**src/rtl/pipe_pkg.sv**
```systemverilog
// pipe_pkg: shared pipeline definitions for the decode/issue scoreboard.
//   - opcode constants, register-index and datapath widths
//   - x0 index constant and the decode-to-scoreboard issue request payload
//   - reg_onehot(): one-hot register mask that never selects x0
package pipe_pkg;

  localparam int unsigned XLEN      = 64;
  localparam int unsigned REG_IDX_W = 5;
  localparam int unsigned NUM_REGS  = 32;

  typedef logic [REG_IDX_W-1:0] reg_idx_t;

  localparam reg_idx_t X0 = '0;

  localparam logic [6:0] OP_ALU     = 7'b0110011;
  localparam logic [6:0] OP_ALU_IMM = 7'b0010011;
  localparam logic [6:0] OP_LOAD    = 7'b0000011;

  // Instruction presented by decode for issue.
  typedef struct packed {
    logic     valid;
    reg_idx_t rd;
    reg_idx_t rs1;
    reg_idx_t rs2;
    logic     use_rs1;
    logic     use_rs2;
    logic     wb;
    logic     load;
  } issue_req_t;

  // One-hot mask of a register; x0 maps to an empty mask so it is never tracked.
  function automatic logic [NUM_REGS-1:0] reg_onehot(input reg_idx_t idx);
    logic [NUM_REGS-1:0] mask;
    mask = '0;
    if (idx != X0) mask[idx] = 1'b1;
    return mask;
  endfunction

endpackage

```
**src/rtl/rd_fifo.sv**
```systemverilog
// rd_fifo: circular FIFO of load destination register indices, oldest at head.
// Ports:
//   clk_i, rst_i      clock, asynchronous active-high reset
//   push_i, din_i     enqueue din_i (ignored when full unless a pop happens too)
//   pop_i             dequeue the head (ignored when empty)
//   head_o            head entry, 0 when empty
//   count_o           number of valid entries
module rd_fifo
  import pipe_pkg::*;
#(
  parameter int unsigned DEPTH = 2
) (
  input  logic                       clk_i,
  input  logic                       rst_i,
  input  logic                       push_i,
  input  reg_idx_t                   din_i,
  input  logic                       pop_i,
  output reg_idx_t                   head_o,
  output logic [$clog2(DEPTH):0]     count_o
);

  localparam int unsigned PTR_W = $clog2(DEPTH);
  localparam int unsigned CNT_W = PTR_W + 1;

  reg_idx_t               mem_q [DEPTH];
  logic [PTR_W-1:0]       wr_ptr_q, wr_ptr_d;
  logic [PTR_W-1:0]       rd_ptr_q, rd_ptr_d;
  logic [CNT_W-1:0]       count_q, count_d;
  logic                   do_pop;
  logic                   do_push;

  assign do_pop  = pop_i & (count_q != '0);
  // A full queue may still accept an entry when the head leaves in the same cycle.
  assign do_push = push_i & ((count_q != CNT_W'(DEPTH)) | do_pop);

  // Pointer and occupancy next state; pointers wrap naturally (DEPTH is 2^n).
  always_comb begin
    wr_ptr_d = wr_ptr_q;
    rd_ptr_d = rd_ptr_q;
    count_d  = count_q;
    if (do_push) wr_ptr_d = wr_ptr_q + PTR_W'(1);
    if (do_pop)  rd_ptr_d = rd_ptr_q + PTR_W'(1);
    case ({do_push, do_pop})
      2'b10:   count_d = count_q + CNT_W'(1);
      2'b01:   count_d = count_q - CNT_W'(1);
      default: count_d = count_q;
    endcase
  end

  // Pointer and occupancy registers.
  always_ff @(posedge clk_i or posedge rst_i) begin
    if (rst_i) begin
      wr_ptr_q <= '0;
      rd_ptr_q <= '0;
      count_q  <= '0;
    end else begin
      wr_ptr_q <= wr_ptr_d;
      rd_ptr_q <= rd_ptr_d;
      count_q  <= count_d;
    end
  end

  // Entry storage.
  always_ff @(posedge clk_i or posedge rst_i) begin
    if (rst_i) begin
      for (int i = 0; i < int'(DEPTH); i++) mem_q[i] <= '0;
    end else if (do_push) begin
      mem_q[wr_ptr_q] <= din_i;
    end
  end

  // Stale entries remain in storage after a pop, so mask the head when empty.
  assign head_o  = (count_q != '0) ? mem_q[rd_ptr_q] : X0;
  assign count_o = count_q;

endmodule

```
**src/rtl/load_scoreboard.sv**
```systemverilog
// load_scoreboard: decode-stage issue scoreboard for outstanding loads.
// Tracks destinations of in-flight loads (in order), stalls decode on RAW/WAW
// hazards against pending loads or on load-queue overflow, and produces
// EX-stage forwarding selects for the previous non-load result.
// Ports:
//   CLK, reset                     clock, asynchronous active-high reset
//   id_valid, id_rd/rs1/rs2,
//   id_use_rs1/rs2, id_wb, id_load decode instruction fields
//   mem_done                       oldest outstanding load returns this cycle
//   stall, issue_fire              issue handshake (combinational)
//   ld_head_rd, lq_count           load queue head destination and occupancy
//   pending                        per-register outstanding-load bits
//   fwd_ex_rs1, fwd_ex_rs2         source matches the EX-stage ALU result
//   sb_err                         sticky: mem_done seen with no load outstanding
module load_scoreboard
  import pipe_pkg::*;
#(
  parameter int unsigned LQ_DEPTH = 2
) (
  input  logic                         CLK,
  input  logic                         reset,
  input  logic                         id_valid,
  input  logic [REG_IDX_W-1:0]         id_rd,
  input  logic [REG_IDX_W-1:0]         id_rs1,
  input  logic [REG_IDX_W-1:0]         id_rs2,
  input  logic                         id_use_rs1,
  input  logic                         id_use_rs2,
  input  logic                         id_wb,
  input  logic                         id_load,
  input  logic                         mem_done,
  output logic                         stall,
  output logic                         issue_fire,
  output logic [REG_IDX_W-1:0]         ld_head_rd,
  output logic [$clog2(LQ_DEPTH):0]    lq_count,
  output logic [NUM_REGS-1:0]          pending,
  output logic                         fwd_ex_rs1,
  output logic                         fwd_ex_rs2,
  output logic                         sb_err
);

  localparam int unsigned CNT_W = $clog2(LQ_DEPTH) + 1;

  issue_req_t          req;
  logic [NUM_REGS-1:0] pending_q, pending_d;
  reg_idx_t            ex_rd_q, ex_rd_d;
  logic                sb_err_q, sb_err_d;

  logic                pop;
  reg_idx_t            pop_rd;
  logic                push;
  logic                lq_full;
  logic                raw_rs1, raw_rs2, waw, full_haz;

  // Bundle decode fields.
  always_comb begin
    req         = '0;
    req.valid   = id_valid;
    req.rd      = id_rd;
    req.rs1     = id_rs1;
    req.rs2     = id_rs2;
    req.use_rs1 = id_use_rs1;
    req.use_rs2 = id_use_rs2;
    req.wb      = id_wb;
    req.load    = id_load;
  end

  rd_fifo #(
    .DEPTH (LQ_DEPTH)
  ) u_rd_fifo (
    .clk_i   (CLK),
    .rst_i   (reset),
    .push_i  (push),
    .din_i   (req.rd),
    .pop_i   (pop),
    .head_o  (ld_head_rd),
    .count_o (lq_count)
  );

  assign pop     = mem_done & (lq_count != '0);
  assign pop_rd  = ld_head_rd;
  assign lq_full = (lq_count == CNT_W'(LQ_DEPTH));

  // A load returning this cycle writes back now, so its register is not a hazard.
  always_comb begin
    raw_rs1  = req.use_rs1 & (req.rs1 != X0) & pending_q[req.rs1]
             & ~(pop & (pop_rd == req.rs1));
    raw_rs2  = req.use_rs2 & (req.rs2 != X0) & pending_q[req.rs2]
             & ~(pop & (pop_rd == req.rs2));
    waw      = req.wb & (req.rd != X0) & pending_q[req.rd]
             & ~(pop & (pop_rd == req.rd));
    full_haz = req.load & lq_full & ~pop;
  end

  assign stall      = req.valid & (raw_rs1 | raw_rs2 | waw | full_haz);
  assign issue_fire = req.valid & ~stall;
  // Loads to x0 are still queued since memory returns data for them.
  assign push       = issue_fire & req.load;

  // Pending bits: clear on return, then set on issue so a same-register push wins.
  always_comb begin
    pending_d = pending_q;
    if (pop)  pending_d = pending_d & ~reg_onehot(pop_rd);
    if (push) pending_d = pending_d | reg_onehot(req.rd);
  end

  // EX tag holds only the destination of an issued non-load writer.
  always_comb begin
    ex_rd_d = X0;
    if (issue_fire & req.wb & ~req.load) ex_rd_d = req.rd;
  end

  always_comb begin
    sb_err_d = sb_err_q;
    if (mem_done & (lq_count == '0)) sb_err_d = 1'b1;
  end

  // Scoreboard state registers.
  always_ff @(posedge CLK or posedge reset) begin
    if (reset) begin
      pending_q <= '0;
      ex_rd_q   <= X0;
      sb_err_q  <= 1'b0;
    end else begin
      pending_q <= pending_d;
      ex_rd_q   <= ex_rd_d;
      sb_err_q  <= sb_err_d;
    end
  end

  assign pending    = pending_q;
  assign sb_err     = sb_err_q;
  assign fwd_ex_rs1 = (ex_rd_q != X0) & (req.rs1 == ex_rd_q) & req.use_rs1;
  assign fwd_ex_rs2 = (ex_rd_q != X0) & (req.rs2 == ex_rd_q) & req.use_rs2;

endmodule

```
**config.mk**
```make
export PLATFORM = sky130hd
export DESIGN_NAME = load_scoreboard
export DESIGN_NICKNAME = d
export VERILOG_FILES = /design/src/rtl/pipe_pkg.sv /design/src/rtl/rd_fifo.sv /design/src/rtl/load_scoreboard.sv
export SDC_FILE = /design/constraint.sdc
export NUM_CORES = 1
export LEC_CHECK = 0
export CAP_MARGIN = 20
export CORE_UTILIZATION = 35
export DETAILED_ROUTE_END_ITERATION = 6
export HOLD_SLACK_MARGIN = 0.15
export RECOVER_POWER = 25
export SYNTH_ARGS = -nofsm -noshare
export SYNTH_HDL_FRONTEND = slang
export SYNTH_SLANG_ARGS = --single-unit
```
**constraint.sdc**
```tcl
create_clock -name CLK -period 2.5 [get_ports CLK]
set_input_delay 0.5 -clock CLK [delete_from_list [all_inputs] [get_ports CLK]]
set_output_delay 0.5 -clock CLK [all_outputs]
set_load 0.02 [all_outputs]
```
=== Word-level counts from Yosys, hierarchy flattened ===
Cells that the tools add are included.

* Flip-flop bits (word level): 52
* Bits in latches: 0
* Memory bits (writable): 0
* Bits in read-only memories: 0
* Bits of input ports: 23
* Memories kept: 0

* Add/subtract/negate cells: 4
* Multiply operators: 0
* Divide/modulo/power cells: 0
* $lt $le $gt $ge: 9
* Equality and inequality tests: 9
* Shift-type cells: 0
* Muxes and demuxes: 25
* Bitwise operators: 42
* Reduce and logical (&&, ||, !) cells: 11

{| class="wikitable"
|+ Operator list
! kind !! count
|-
| $mux W32 || 6
|-
| $and A32 B32 Y32 || 1
|-
| $not A32 Y32 || 1
|-
| $or A32 B32 Y32 || 1
|-
| $mux W5 || 6
|-
| $and A1 B1 Y1 || 27
|-
| $eq A5 B5 Y1 || 5
|-
| $reduce_bool A5 Y1 || 5
|-
| $lt A5 B6 Y1 const B || 4
|-
| $bmux W1 S5 || 3
|-
| $bwmux W10 || 1
|-
| $demux W1 S5 || 2
|-
| $ge A5 B1 Y1 const B || 2
|-
| $not A1 Y1 || 6
|-
| $demux W5 S1 || 1
|-
| $mux W1 || 5
|-
| $eq A2 B2 Y1 const B || 2
|-
| $ge A2 B2 Y1 const B || 2
|-
| $not A1 Y2 || 2
|-
| $or A1 B1 Y1 || 4
|-
| $pmux W2 S2 || 1
|-
| $reduce_bool A2 Y1 || 2
|-
| $logic_and A1 B1 Y1 || 3
|-
| $add A1 B1 Y1 const B || 2
|-
| other kinds (6) || 6
|}

=== Logic depth before layout (Yosys ltp) ===
* Depth in word-level cells: 19
* Mapped depth: 13
* Gate-level depth less buffers: 10

=== Modules after synthesis ===
From an unflattened synthesis, not the netlist that was laid out.

* Cells, all modules: 400
* Area, all modules: 3871.2 sq um

{| class="wikitable"
|+ By module, submodules not included
! module !! times used !! cells each !! area each (sq um)
|-
| load_scoreboard || 1 || 350 || 3208.1
|-
| rd_fifo || 1 || 50 || 663.1
|}

=== Worst setup path after synthesis ===
No wires, ideal clock.

* Path type: flip-flop to flip-flop
* Start: reg u_rd_fifo.count_q[0], in the netlist u_rd_fifo.count_o[0]
* End: reg u_rd_fifo.count_q[1], in the netlist u_rd_fifo.count_o[1]
* Arrival: 2770 ps
* Setup slack: -350 ps
* Cell stages (with the launch flop): 11
* Buffers on the path: 1
* Clock period less this slack: 2850 ps
* Path through: dfrtp_1 > nor2_2 > nor2_1 > xnor2_1 > nand3_1 > o211ai_2 > nand4_4 > buf_8 > ha_1 > nor2_1 > xor2_1

* Word-level cells in the longest chain between the ends: 16
* Elaborated cells on any way between the ends: 36
* Those cells by class: add/sub (2); eq/ne (7); mux (2); bitwise (23); reduce/logical (2)

{| class="wikitable"
|+ RTL lines
! element !! line !! text
|-
| start: declaration || rd_fifo.sv:28 || <nowiki>logic [CNT_W-1:0] count_q, count_d;</nowiki>
|-
| start signal: assignment || rd_fifo.sv:59 || <nowiki>count_q <= count_d;</nowiki>
|-
| $reduce_bool A2 Y1 * || rd_fifo.sv:73 || <nowiki>assign head_o = (count_q != '0) ? mem_q[rd_ptr_q] : X0;</nowiki>
|-
| $mux W5 * || rd_fifo.sv:73 ||
|-
| via ld_head_rd[1] || load_scoreboard.sv:33 || <nowiki>output logic [REG_IDX_W-1:0] ld_head_rd,</nowiki>
|-
| $eq A5 B5 Y1, on equally long branches || load_scoreboard.sv:86, load_scoreboard.sv:88 ||
|-
| $and A1 B1 Y1, on equally long branches || load_scoreboard.sv:86, load_scoreboard.sv:88 ||
|-
| $not A1 Y1, on equally long branches || load_scoreboard.sv:86, load_scoreboard.sv:88 ||
|-
| $and A1 B1 Y1, on equally long branches || load_scoreboard.sv:86, load_scoreboard.sv:88 ||
|-
| $or A1 B1 Y1 || load_scoreboard.sv:94 || <nowiki>assign stall = req.valid & (raw_rs1 | raw_rs2 | waw | full_haz);</nowiki>
|-
| $or A1 B1 Y1 * (2 in series) || load_scoreboard.sv:94 ||
|-
| $and A1 B1 Y1 * || load_scoreboard.sv:94 ||
|-
| $not A1 Y1 * || load_scoreboard.sv:95 || <nowiki>assign issue_fire = req.valid & ~stall;</nowiki>
|-
| $and A1 B1 Y1 * || load_scoreboard.sv:95 ||
|-
| $and A1 B1 Y1 * || load_scoreboard.sv:97 || <nowiki>assign push = issue_fire & req.load;</nowiki>
|-
| $and A1 B1 Y1 * || rd_fifo.sv:34 || <nowiki>assign do_push = push_i & ((count_q != CNT_W'(DEPTH)) | do_pop);</nowiki>
|-
| $eq A2 B1 Y1 or $eq A2 B2 Y1 (tied branches) || rd_fifo.sv:43 || <nowiki>case ({do_push, do_pop})</nowiki>
|-
| $pmux W2 S2 or $reduce_bool A2 Y1 (tied branches) || n/a ||
|}

The timed path passes the listed nets; every way through them passes the cells marked *.
A chain may end at the register's enable or synchronous reset.

=== Worst setup path after layout ===
* Start: in id_rd[1]
* End: out issue_fire

* Word-level cells in the longest chain between the ends: 9
* Elaborated cells on any way between the ends: 14
* Those cells by class: eq/ne (1); mux (2); bitwise (10); reduce/logical (1)

{| class="wikitable"
|+ RTL lines
! element !! line !! text
|-
| start: declaration || load_scoreboard.sv:23 || <nowiki>input logic [REG_IDX_W-1:0] id_rd,</nowiki>
|-
| $bmux W1 S5 (tied with other cells) || load_scoreboard.sv:89 || <nowiki>waw = req.wb & (req.rd != X0) & pending_q[req.rd]</nowiki>
|-
| $mux W1 (not written as such) (tied with other cells) || load_scoreboard.sv:89 ||
|-
| $and A1 B1 Y1 or $not A1 Y1 (tied branches) || load_scoreboard.sv:89, load_scoreboard.sv:90 ||
|-
| $and A1 B1 Y1 * || load_scoreboard.sv:90 || <nowiki>& ~(pop & (pop_rd == req.rd));</nowiki>
|-
| $or A1 B1 Y1 * (2 in series) || load_scoreboard.sv:94 ||
|-
| $and A1 B1 Y1 * || load_scoreboard.sv:94 ||
|-
| $not A1 Y1 * || load_scoreboard.sv:95 ||
|-
| $and A1 B1 Y1 * || load_scoreboard.sv:95 ||
|-
| end: declaration || load_scoreboard.sv:32 || <nowiki>output logic issue_fire,</nowiki>
|}

Every way passes the cells marked *; elsewhere a longest branch is shown, timed or not. The select of a mux whose other input is x is not followed.

==> flow_summary.ini <==
[status]
status = finished, violations left
violations = setup timing

[logic_synthesis]
synth_fp_nets = 373
ys_seq_area_frac = 0.361
synth_edf_count = 0
async_flop_share = 1.00
synth_ff_type = dfrtp_1
postSynthCellCount = 349
syn_avg_cell_area_um2 = 10.3
synth.distinct_cells = 52
yosysWarnings = 0
synth_seq_cells = 52
mappedNetlistArea_um2 = 3600

[die]
rows = 36
start_util = 0.365
ios = 67
die_height_um = 103
die_area_um2 = 10700
die_w_um = 103
core_area_um2 = 9860

[global_routing]
grt-busiest-layer = met2
grt_pass1_vias = 3730
grt_use_met2 = 0.420
track_usage = 0.253
grt_first_pass_wirelength_um = 19900
overflow = 0
grtUsageMet1 = 0.341
antenna_found_initial = 0
grtUsageMet3 = 0.0397
grt_max_degree = 33

[sta]
setup_violations = 37
slew_viol_final = 0
skew_ns = 0.0118
fin_ws_ns = -0.369
finalHoldViolations = 0
period_share = 1.15
tightest_slew_ns = 0.840
min_period_ns = 2.87
rsz0062_at_grt = yes
max_freq_mhz = 349
slew_headroom = 0.439

[route]
routedWlPerCell_um = 21.1
ant_nets = 0
via_count = 3814
drc_errors = 0
dr.pass1.iters = 6
totalWireLength_um = 13800
via_per_inst = 5.81
drtIter0Drc = 345

[worst_hold_path]
hold_depth = 1
hold_path.startpoint = sb_err$_DFFE_PP0P_
hold_end = sb_err$_DFFE_PP0P_
worstHoldPathType = reg2reg

[placement]
dp_hpwl_um = 9650
gp_congestion = 0.906
portBuffers = 66
dpl.cell_count = 630

[final_layout]
antenna_cells = 0
drive_gt1_frac = 0.465
final_cells = 656
nets = 546
area_delta_synth_final_pct = 63.7
final.fill_count = 812

[critical_path]
crit_fanout = 8
reg2reg_slack_ns = -0.16
critical_path_class = in2out
worst_setup_path_start_kind = input pin
cp.required_ns = 2.00
rr_worst_depth = 11
end_kind = output port
crit_arrival_ns = 2.37
reg2reg_to = u_rd_fifo.count_o[1]$_DFFE_PP0P_
r2r-start = u_rd_fifo.rd_ptr_q$_DFFE_PP0P_

[pwr]
power.leakage_nw = 2.50
ir_drop_v = 0.000565
power.density_nw_per_um2 = 1110
total_power_mw = 6.58

[cts]
cts_tree = built
cts_root_buffer = clkbuf_8
cts_max_path_buffers = 2
clkLatencyLatePin_ns = 0.31
cts_sinks = 52
cts_max_level = 2
postCtsHoldBufs = 0
cts_buffers = 5
cts.reportedPaths.clkPinSlew_ns = 0.10

[job]
maxCapViolCount = 0
==> cell type report <==
class                           instances  area [um2]  area share
Multi-Input combinational cell        264        2610       0.442
Clock inverter                          2        35.0     0.00594
Inverter                                5        18.8     0.00318
Sequential cell                        52        1300       0.221
Clock buffer                            6        72.6      0.0123
Tap cell                              133         166      0.0282
Timing Repair Buffer                  194        1700       0.287
==> synthesized netlist by cell type (2+ instances only) <==
library cell / instances / share of area
nor3_1: 5 / 0.0069
or3b_2: 2 / 0.0049
nand2_1: 12 / 0.012
o41ai_1: 3 / 0.0073
nor2_1: 14 / 0.015
a31oi_1: 2 / 0.0035
o22ai_1: 11 / 0.019
nand2b_1: 2 / 0.0035
or3_1: 3 / 0.0052
a22oi_1: 2 / 0.0042
inv_1: 5 / 0.0052
xnor2_1: 14 / 0.034
nand3b_1: 7 / 0.015
mux4_2: 11 / 0.069
dfrtp_1: 52 / 0.36
nand3_1: 10 / 0.014
or3b_1: 3 / 0.0073
a311oi_1: 2 / 0.0049
nor2b_1: 4 / 0.0069
nor4_1: 5 / 0.0087
or2_2: 2 / 0.0035
buf_2: 8 / 0.011
mux2i_1: 29 / 0.081
o21ai_0: 31 / 0.043
o31ai_1: 32 / 0.067
nand4_2: 3 / 0.010
buf_4: 3 / 0.0062
mux2_2: 12 / 0.038
nor2_2: 4 / 0.0069
or4_1: 2 / 0.0042
xor2_1: 13 / 0.032
nand4_1: 6 / 0.010
a21oi_1: 3 / 0.0042
clkbuf_1: 7 / 0.0073
buf_1: 6 / 0.0062
buf_6: 3 / 0.0094
==> what timing repair did <==
item | in CTS | in global routing
pin swaps | 20 | 15
buffers inserted | 9 | 6
gates cloned | 1 | 2
setup endpoints to repair | 58 | 51
gates resized for setup | 83 | 56
==> placed cells by master (no fill, tap or decap), types with 4 or more instances in the layout <==
cell | synthesis | final
buf_2 | 8 | 4
buf_4 | 3 | 113
buf_6 | 3 | 11
clkbuf_8 | 0 | 5
clkdlybuf4s50_1 | 0 | 41
dfrtp_1 | 52 | 51
dlygate4sd2_1 | 0 | 13
inv_1 | 5 | 4
mux2_2 | 12 | 11
mux2i_1 | 29 | 27
mux2i_4 | 1 | 4
mux4_2 | 11 | 11
nand2_1 | 12 | 12
nand3_1 | 10 | 10
nand3b_1 | 7 | 7
nand4_1 | 6 | 6
nor2_1 | 14 | 12
nor2_4 | 0 | 4
nor2b_1 | 4 | 4
nor3_1 | 5 | 4
o21ai_0 | 31 | 30
o22ai_1 | 11 | 6
o22ai_2 | 0 | 5
o31ai_2 | 1 | 19
o31ai_4 | 0 | 12
or3b_4 | 0 | 5
xnor2_1 | 14 | 12
xor2_1 | 13 | 13
==> report_power, final <==
| group | switching [mW] | total, mW | internal [mW] |
|---|---|---|---|
| clock | 0.293 | 0.592 | 0.298 |
| sequential | 0.445 | 1.61 | 1.17 |
| combinational | 2.10 | 4.37 | 2.27 |
==> how the worst max path moves through the flow <==
stage,endpoint,startpoint,slack [ns],cells after the start
CTS,issue_fire,u_rd_fifo.rd_ptr_q$_DFFE_PP0P_,-0.31,8
detailed placement,stall,id_rd[2],-1.17,8
global route,issue_fire,id_rd[1],-0.43,10
floorplan,u_rd_fifo.count_o[1]$_DFFE_PP0P_,id_rd[3],-0.22,13
global placement,issue_fire,id_rs2[0],-1.12,8
finish,issue_fire,id_rd[1],-0.37,10
==> per-layer routing <==
metal / share of wire / vias to the layer above
met5: 0 / -
met4: 0.022 / 0
met3: 0.074 / 38
met2: 0.48 / 214
met1: 0.42 / 1891
li1: - / 1671
==> worst max-delay path, stage by stage <==
cell             delay, ns
clkdlybuf4s15_2       0.23
bufbuf_16             0.29
mux2i_1               0.24
o22ai_1               0.13
nor4_1                0.31
mux2_4                0.21
a211o_4               0.13
nand4_1               0.12
inv_2                 0.08
buf_6                 0.11
==> registers in the layout, indices dropped and copies added (netlist names) <==
name and cells:
ex_rd_q 5, u_rd_fifo.mem_q 10, sb_err 1, u_rd_fifo.wr_ptr_q 1, u_rd_fifo.rd_ptr_q 1, pending 32, u_rd_fifo.count_o 2
==> stage by stage <==
stage               instance area, um2  worst slack (ns)  setup TNS (ns)  hold WS [ns]   util
floorplan                         3650            -0.225          -0.827         0.460      -
global placement                  5160             -1.12          -32.35         0.469  0.523
detailed placement                5160             -1.17          -33.25         0.468  0.523
CTS                               5510            -0.309           -2.28         0.491  0.559
global route                      5900            -0.428           -9.00         0.497  0.598
finish                            5900            -0.369           -6.35         0.492  0.598
==> cell families after synthesis <==
kind of cell	count (synthesis)	synth area share
buffers and inverters	33	0.0497
muxes	55	0.200
and+or+nand+nor	89	0.149
DFF	52	0.361
AOI/OAI and AO/OA	92	0.171
xor gates and xnor gates	27	0.0656
adders and majority gates	1	0.00347
No activity file was read; power rests on OpenSTA's default activity.
